### src/rtl/cavlc_pkg.sv
// -----------------------------------------------------------------------------
// cavlc_pkg
// Shared definitions for the CAVLC coeff_token encoder/decoder pair.
//   VLC0_MAX_LEN      : longest codeword of the 0 <= nC < 2 table (16 bits)
//   VLC0_LEN_W        : width that holds a codeword length 0..16
//   cavlc_dec_state_t : bit-serial decoder states
//   cavlc_token_t     : decoded/encoded token fields {TotalCoeff, TrailingOnes}
// -----------------------------------------------------------------------------
package cavlc_pkg;

   localparam int VLC0_MAX_LEN = 16;
   localparam int VLC0_LEN_W   = 5;

   typedef enum logic {
      ACCUM   = 1'b0,   // collecting bitstream bits
      PRESENT = 1'b1    // holding a token until downstream takes it
   } cavlc_dec_state_t;

   typedef struct packed {
      logic [4:0] total_coeff;    // 0..16
      logic [1:0] trailing_ones;  // 0..3
   } cavlc_token_t;

endpackage

### src/rtl/coeff_token_vlc0_match.sv
// -----------------------------------------------------------------------------
// coeff_token_vlc0_match
// Purely combinational lookup of the coeff_token VLC0 table (0 <= nC < 2).
// A codeword hits only when len equals its exact length and the low len bits
// of sr equal the codeword. The table is prefix-free, so at most one entry hits.
// Ports:
//   len   in  [LEN_W-1:0]        number of valid bits in sr (1..16)
//   sr    in  [VLC0_MAX_LEN-1:0] received bits, newest bit in sr[0]
//   hit   out                    a complete codeword is present
//   tok   out cavlc_token_t      TotalCoeff / TrailingOnes of the hit entry
// -----------------------------------------------------------------------------
module coeff_token_vlc0_match
   import cavlc_pkg::*;
#(
   parameter int LEN_W = VLC0_LEN_W
) (
   input  logic [LEN_W-1:0]        len,
   input  logic [VLC0_MAX_LEN-1:0] sr,
   output logic                    hit,
   output cavlc_token_t            tok
);

   logic [VLC0_MAX_LEN-1:0] code;
   logic [20:0]             key;

   // Keep only the low len bits; for len == 16 the shift wraps to 0 and the
   // subtraction yields an all-ones mask.
   always_comb begin
      code = sr & ((16'h1 << len) - 16'h1);
      key  = {5'(len), code};
   end

   always_comb begin
      hit = 1'b1;
      tok = '0;
      unique case (key)
         {5'd1,  16'd1}:  tok = '{5'd0,  2'd0};
         {5'd2,  16'd1}:  tok = '{5'd1,  2'd1};
         {5'd3,  16'd1}:  tok = '{5'd2,  2'd2};
         {5'd5,  16'd3}:  tok = '{5'd3,  2'd3};
         {5'd6,  16'd5}:  tok = '{5'd1,  2'd0};
         {5'd6,  16'd4}:  tok = '{5'd2,  2'd1};
         {5'd6,  16'd3}:  tok = '{5'd4,  2'd3};
         {5'd7,  16'd5}:  tok = '{5'd3,  2'd2};
         {5'd7,  16'd4}:  tok = '{5'd5,  2'd3};
         {5'd8,  16'd7}:  tok = '{5'd2,  2'd0};
         {5'd8,  16'd6}:  tok = '{5'd3,  2'd1};
         {5'd8,  16'd5}:  tok = '{5'd4,  2'd2};
         {5'd8,  16'd4}:  tok = '{5'd6,  2'd3};
         {5'd9,  16'd7}:  tok = '{5'd3,  2'd0};
         {5'd9,  16'd6}:  tok = '{5'd4,  2'd1};
         {5'd9,  16'd5}:  tok = '{5'd5,  2'd2};
         {5'd9,  16'd4}:  tok = '{5'd7,  2'd3};
         {5'd10, 16'd7}:  tok = '{5'd4,  2'd0};
         {5'd10, 16'd6}:  tok = '{5'd5,  2'd1};
         {5'd10, 16'd5}:  tok = '{5'd6,  2'd2};
         {5'd10, 16'd4}:  tok = '{5'd8,  2'd3};
         {5'd11, 16'd7}:  tok = '{5'd5,  2'd0};
         {5'd11, 16'd6}:  tok = '{5'd6,  2'd1};
         {5'd11, 16'd5}:  tok = '{5'd7,  2'd2};
         {5'd11, 16'd4}:  tok = '{5'd9,  2'd3};
         {5'd13, 16'd15}: tok = '{5'd6,  2'd0};
         {5'd13, 16'd11}: tok = '{5'd7,  2'd0};
         {5'd13, 16'd14}: tok = '{5'd7,  2'd1};
         {5'd13, 16'd8}:  tok = '{5'd8,  2'd0};
         {5'd13, 16'd10}: tok = '{5'd8,  2'd1};
         {5'd13, 16'd13}: tok = '{5'd8,  2'd2};
         {5'd13, 16'd9}:  tok = '{5'd9,  2'd2};
         {5'd13, 16'd12}: tok = '{5'd10, 2'd3};
         {5'd14, 16'd15}: tok = '{5'd9,  2'd0};
         {5'd14, 16'd14}: tok = '{5'd9,  2'd1};
         {5'd14, 16'd11}: tok = '{5'd10, 2'd0};
         {5'd14, 16'd10}: tok = '{5'd10, 2'd1};
         {5'd14, 16'd13}: tok = '{5'd10, 2'd2};
         {5'd14, 16'd9}:  tok = '{5'd11, 2'd2};
         {5'd14, 16'd12}: tok = '{5'd11, 2'd3};
         {5'd14, 16'd8}:  tok = '{5'd12, 2'd3};
         {5'd15, 16'd15}: tok = '{5'd11, 2'd0};
         {5'd15, 16'd14}: tok = '{5'd11, 2'd1};
         {5'd15, 16'd11}: tok = '{5'd12, 2'd0};
         {5'd15, 16'd10}: tok = '{5'd12, 2'd1};
         {5'd15, 16'd13}: tok = '{5'd12, 2'd2};
         {5'd15, 16'd1}:  tok = '{5'd13, 2'd1};
         {5'd15, 16'd9}:  tok = '{5'd13, 2'd2};
         {5'd15, 16'd12}: tok = '{5'd13, 2'd3};
         {5'd15, 16'd8}:  tok = '{5'd14, 2'd3};
         {5'd16, 16'd15}: tok = '{5'd13, 2'd0};
         {5'd16, 16'd11}: tok = '{5'd14, 2'd0};
         {5'd16, 16'd14}: tok = '{5'd14, 2'd1};
         {5'd16, 16'd13}: tok = '{5'd14, 2'd2};
         {5'd16, 16'd7}:  tok = '{5'd15, 2'd0};
         {5'd16, 16'd10}: tok = '{5'd15, 2'd1};
         {5'd16, 16'd9}:  tok = '{5'd15, 2'd2};
         {5'd16, 16'd12}: tok = '{5'd15, 2'd3};
         {5'd16, 16'd4}:  tok = '{5'd16, 2'd0};
         {5'd16, 16'd6}:  tok = '{5'd16, 2'd1};
         {5'd16, 16'd5}:  tok = '{5'd16, 2'd2};
         {5'd16, 16'd8}:  tok = '{5'd16, 2'd3};
         default:         hit = 1'b0;
      endcase
   end

endmodule

### src/rtl/coeff_token_vlc0_decoder.sv
// -----------------------------------------------------------------------------
// coeff_token_vlc0_decoder
// Bit-serial CAVLC coeff_token decoder for the VLC0 table (0 <= nC < 2).
// Accepts one bitstream bit per handshake, MSB-first, and presents a token as
// soon as the accumulated prefix forms a complete codeword (zero extra cycles).
// If no codeword matches within MAX_LEN bits an error token is presented.
//
// Handshakes: a transfer happens on a rising edge where valid and ready are
// both high. The bit side accepts only in ACCUM with flush low; the token side
// holds tok_valid and all fields stable until tok_ready is seen.
//
// Ports:
//   clk, rst_n      clock, asynchronous active-low reset
//   flush           synchronous abort of a partial codeword (ignored in PRESENT)
//   bit_in          next bitstream bit
//   bit_valid/ready bit handshake
//   tok_valid/ready token handshake
//   total_coeff     TotalCoeff 0..16
//   trailing_ones   TrailingOnes 0..3
//   code_len        bits consumed by this token 1..16
//   tok_err         token is invalid (no match within MAX_LEN bits)
//   dbg_state       current FSM state
// -----------------------------------------------------------------------------
module coeff_token_vlc0_decoder
   import cavlc_pkg::*;
#(
   parameter int MAX_LEN = VLC0_MAX_LEN,  // fixed by the standard
   parameter int LEN_W   = VLC0_LEN_W     // 2**LEN_W must exceed MAX_LEN
) (
   input  logic             clk,
   input  logic             rst_n,
   input  logic             flush,
   input  logic             bit_in,
   input  logic             bit_valid,
   output logic             bit_ready,
   output logic             tok_valid,
   input  logic             tok_ready,
   output logic [4:0]       total_coeff,
   output logic [1:0]       trailing_ones,
   output logic [LEN_W-1:0] code_len,
   output logic             tok_err,
   output cavlc_dec_state_t dbg_state
);

   cavlc_dec_state_t state_q, state_d;

   // Only MAX_LEN-1 bits are ever stored: the MAX_LEN-th bit always ends the
   // codeword (hit or error) and clears the register.
   logic [MAX_LEN-2:0] sr_q,       sr_d;
   logic [LEN_W-1:0]   len_q,      len_d;
   cavlc_token_t       tok_q,      tok_d;
   logic [LEN_W-1:0]   code_len_q, code_len_d;
   logic               tok_err_q,  tok_err_d;

   logic [MAX_LEN-1:0] next_sr;
   logic [LEN_W-1:0]   next_len;
   logic               m_hit;
   cavlc_token_t       m_tok;

   // Lookup is evaluated on the prefix including the bit offered this cycle,
   // which is what gives zero decode latency after the final bit.
   always_comb begin
      next_sr  = {sr_q, bit_in};
      next_len = len_q + LEN_W'(1);
   end

   coeff_token_vlc0_match #(
      .LEN_W (LEN_W)
   ) u_match (
      .len (next_len),
      .sr  (next_sr),
      .hit (m_hit),
      .tok (m_tok)
   );

   // State register
   always_ff @(posedge clk or negedge rst_n) begin
      if (!rst_n) begin
         state_q    <= ACCUM;
         sr_q       <= '0;
         len_q      <= '0;
         tok_q      <= '0;
         code_len_q <= '0;
         tok_err_q  <= 1'b0;
      end else begin
         state_q    <= state_d;
         sr_q       <= sr_d;
         len_q      <= len_d;
         tok_q      <= tok_d;
         code_len_q <= code_len_d;
         tok_err_q  <= tok_err_d;
      end
   end

   // Next-state and datapath update
   always_comb begin
      state_d    = state_q;
      sr_d       = sr_q;
      len_d      = len_q;
      tok_d      = tok_q;
      code_len_d = code_len_q;
      tok_err_d  = tok_err_q;

      unique case (state_q)
         ACCUM: begin
            if (flush) begin
               // Flush beats a simultaneous bit: the bit is not consumed.
               sr_d  = '0;
               len_d = '0;
            end else if (bit_valid) begin
               if (m_hit) begin
                  tok_d      = m_tok;
                  code_len_d = next_len;
                  tok_err_d  = 1'b0;
                  sr_d       = '0;
                  len_d      = '0;
                  state_d    = PRESENT;
               end else if (next_len == LEN_W'(MAX_LEN)) begin
                  tok_d      = '0;
                  code_len_d = LEN_W'(MAX_LEN);
                  tok_err_d  = 1'b1;
                  sr_d       = '0;
                  len_d      = '0;
                  state_d    = PRESENT;
               end else begin
                  sr_d  = next_sr[MAX_LEN-2:0];
                  len_d = next_len;
               end
            end
         end
         PRESENT: begin
            // Flush has no effect here; the token must be taken first.
            if (tok_ready) begin
               state_d = ACCUM;
            end
         end
         default: state_d = ACCUM;
      endcase
   end

   // Outputs; token fields keep their last values after the handshake.
   always_comb begin
      bit_ready     = (state_q == ACCUM) && !flush;
      tok_valid     = (state_q == PRESENT);
      total_coeff   = tok_q.total_coeff;
      trailing_ones = tok_q.trailing_ones;
      code_len      = code_len_q;
      tok_err       = tok_err_q;
      dbg_state     = state_q;
   end

endmodule

### config.mk
export PLATFORM = sky130hd
export DESIGN_NAME = coeff_token_vlc0_decoder
export DESIGN_NICKNAME = d
export VERILOG_FILES = /design/src/rtl/cavlc_pkg.sv /design/src/rtl/coeff_token_vlc0_match.sv /design/src/rtl/coeff_token_vlc0_decoder.sv
export SDC_FILE = /design/constraint.sdc
export NUM_CORES = 1
export LEC_CHECK = 0
export ABC_CLOCK_PERIOD_IN_PS = 11700
export CORE_MARGIN = 4
export CORE_UTILIZATION = 50
export CTS_BUF_LIST = sky130_fd_sc_hd__clkbuf_4 sky130_fd_sc_hd__clkbuf_8
export CTS_CLUSTER_SIZE = 12
export DETAILED_ROUTE_END_ITERATION = 10
export GPL_ROUTABILITY_DRIVEN = 0
export PLACE_DENSITY = 0.75
export SLEW_MARGIN = 40
export SYNTH_ARGS = -nofsm -noshare
export SYNTH_HDL_FRONTEND = slang
export SYNTH_SLANG_ARGS = --single-unit
### constraint.sdc
create_clock -name clk -period 11.7 [get_ports clk]
set_input_delay 2.34 -clock clk [delete_from_list [all_inputs] [get_ports clk]]
set_output_delay 2.34 -clock clk [all_outputs]
set_load 0.01 [all_outputs]
==> reports/results.ini <==
[clocking]
postCtsSetupBuffers=0
numCtsBuffers=5
ctsResizeCount=0
cts_tree=built
cts.sinks=34
clk_latency_ps=290
cts_buffer_depth=2
clkTransAtPathRegs_ps=70
postCtsHoldBufs=0
root_buffer=clkbuf_8
ctsHtreeMaxLevel=2

[power_and_ir_drop]
p_int_uw=211.7
clock_power_share=0.235
p_sw_uw=123.6
p_sw_frac=0.3685
vdd_drop_max_mv=0.1031
p_per_area_mw_per_mm2=88.30
p_leak_nw=1.462
p_seq_frac=0.396
p_comb_frac=0.368

[drt]
wl_per_cell_um=20.31
drc=0
vias=3834
drt_first_iter_violations=803
wl_um=11170
ant_nets=0
first_pass_iters=6
vias_per_cell=6.971

[sta]
final_min_period_over_clock_period=0.4947
period_minus_slack_ps=5788
final_hold_viol_count=0
skew_ps=8.861
fin_ws_ps=5912
setup_viol=0
finalMaxSlewViolations=0
relSlewSlack=0.4184
tightest_slew_ps=869.8
fmax_ghz=0.1728
tns_ps=0
rsz0062_at_grt=false

[setup_path]
path_delay_family=buffers and inverters
reg2reg_depth=14
rrSetupSlack_ps=6150
cp.required_ps=9360
crit_arrival_ps=3450
start_kind=primary input
crit_fanout=2
cp-end-kind=output port
r2r-start=len_q[0]$_DFFE_PN0P_
worstPathCellList=clkdlybuf4s50_1, nor2_1, clkdlybuf4s50_1
cpMostUsedCell=clkdlybuf4s50_1
slowest_stage=clkdlybuf4s50_1
slowest_delay_ps=550
reg2reg_to=total_coeff[0]$_DFFE_PN0P_
crit_buf_inv=2
crit_type=primary input to output port

[run]
drv_cap=0

[yosys]
syn_area_mm2=0.003522
synthesis.nets=471
yosysTopAreaCell=dfrtp_1
yosysMostFrequentCell=nand2_1
synth_edf_count=0
synth_flop_cell=dfrtp_1
ys_seq_area_frac=0.2416
synth_cell_types=77
syn_avg_cell_area_um2=7.673
ys_warn_count=0
ys_ff_latch=34
netlist.area_leader.share=0.2416
ys_top_cells_by_count=nand2_1, nor2_1, dfrtp_1
synth_cells=459
async_reset_ff_frac=1.000
synth_area_leaders=dfrtp_1, nand2_1, o21ai_0, nor2_1, a21oi_1

[grt]
grt.total_usage=0.2672
grt_max_degree=35
grt_overflow=0
antenna_found_initial=0
grt_pass1_wl_um=18330
grt_pass1_vias=3467

[worst_hold_path]
min_to=code_len[0]$_DFFE_PN0P_
hp-class=flop to flop
min-delay-start=code_len[0]$_DFFE_PN0P_
whs_path_depth=1

[finish]
nets=466
diodes=0
drive_gt1_frac=0.08590
area_delta_synth_final_pct=7.815
fillers=671

[place]
pre_cts_ws_ps=5920
dp_hpwl_um=8073
port_buffers=21

[outcome]
status=finished clean

[die]
std_cell_rows=30
coreArea_mm2=0.006832
dieArea_mm2=0.008451
die_height_um=91.93
start_util=0.5156
io_pins=22
die_w_um=91.93

per-layer routing:
metal	up-vias	global-route usage	routed length [um]
met1	1750	0.3850	4670
met4	0	0.09777	399
met3	54	0.04758	1246
met2	298	0.3990	4857
met5	-	0	0
li1	1732	-	-
flip-flops by register name, indices dropped and copies added, names as in the netlist:
register	count
sr_q	15
code_len	5
len_q	5
total_coeff	5
trailing_ones	2
dbg_state	1
tok_err	1
layout make-up:
| class | instances | area, um2 | share of cell area |
|---|---|---|---|
| tap | 96 | 120.1 | 0.03163 |
| timing repair buffer | 26 | 247.7 | 0.06524 |
| multi-input combinational | 376 | 2459 | 0.6474 |
| inverter | 11 | 41.29 | 0.01087 |
| clock inverter | 2 | 10.01 | 0.002636 |
| sequential | 34 | 850.8 | 0.2241 |
| clock buffer | 5 | 68.82 | 0.01812 |
logic make-up after synthesis:
kind of cell / share of synthesized area
and+or+nand+nor: 0.2689
AOI/OAI and AO/OA: 0.3560
buffers and inverters: 0.06501
DFF: 0.2416
muxes: 0.02806
xor gates and xnor gates: 0.01919
adders and majority gates: 0.02131
worst register-to-register path: cells and delay by family (launching register included):
family	cells	cell delay, ps
and+or+nand+nor	4	1010
adders and majority gates	2	880
AOI/OAI and AO/OA	6	2240
DFF	1	610
muxes	2	690
cells in the final DEF (no fill, tap or decap), types with 4 or more instances in the layout:
master / count
and2_1: 5
o22ai_1: 6
nor3_1: 17
nand3_1: 23
nand2_1: 45
nor4_1: 6
or3_1: 6
a22o_1: 17
nand2b_1: 4
clkbuf_8: 5
a32o_1: 4
buf_4: 5
mux2i_1: 5
dfrtp_1: 34
nor2b_1: 4
o21a_1: 6
a21o_1: 4
a21oi_1: 31
and3_1: 5
o31ai_1: 5
o32ai_1: 5
inv_1: 10
o211ai_1: 7
ha_1: 6
a31oi_1: 6
o21ai_0: 32
nand4_1: 7
clkdlybuf4s50_1: 21
nor2_1: 43
a211oi_1: 6
power groups by stage:
stage | Clock [mW] | Sequential, mW | Combinational (mW)
after global placement | 0 | 0.135 | 0.119
after global routing | 0.0871 | 0.134 | 0.133
final | 0.0789 | 0.133 | 0.124
after detailed placement | 0 | 0.135 | 0.120
after CTS | 0.0809 | 0.133 | 0.120
after floorplan | 0 | 0.135 | 0.0803
metrics by stage:
| step | std cells | total power, mW | hold WS (ps) | cell area (um2) | util |
|---|---|---|---|---|---|
| after global placement | 542 | 0.2534 | 483.5 | 3695 | 0.5408 |
| final | 550 | 0.3353 | 496.3 | 3797 | 0.5559 |
| after CTS | 550 | 0.3341 | 500.7 | 3781 | 0.5535 |
| after global routing | 550 | 0.3536 | 518.7 | 3797 | 0.5559 |
| after detailed placement | 543 | 0.2545 | 475.5 | 3702 | 0.5419 |
| after floorplan | 459 | 0.2153 | 472.7 | 3522 | - |
worst max path at each step:
stage                          from                          to  slack (ps)  cells past startpoint
6_report                      flush                   bit_ready        5910                      3
5_1_grt        len_q[0]$_DFFE_PN0P_  total_coeff[0]$_DFFE_PN0P_        5800                     14
4_1_cts                       flush                   bit_ready        5910                      3
3_5_place_dp                  flush                   bit_ready        5920                      3
3_3_place_gp                  flush                   bit_ready        5910                      3
2_1_floorplan                 flush                   bit_ready        6820                      1
(Power assumes the default switching activity.)
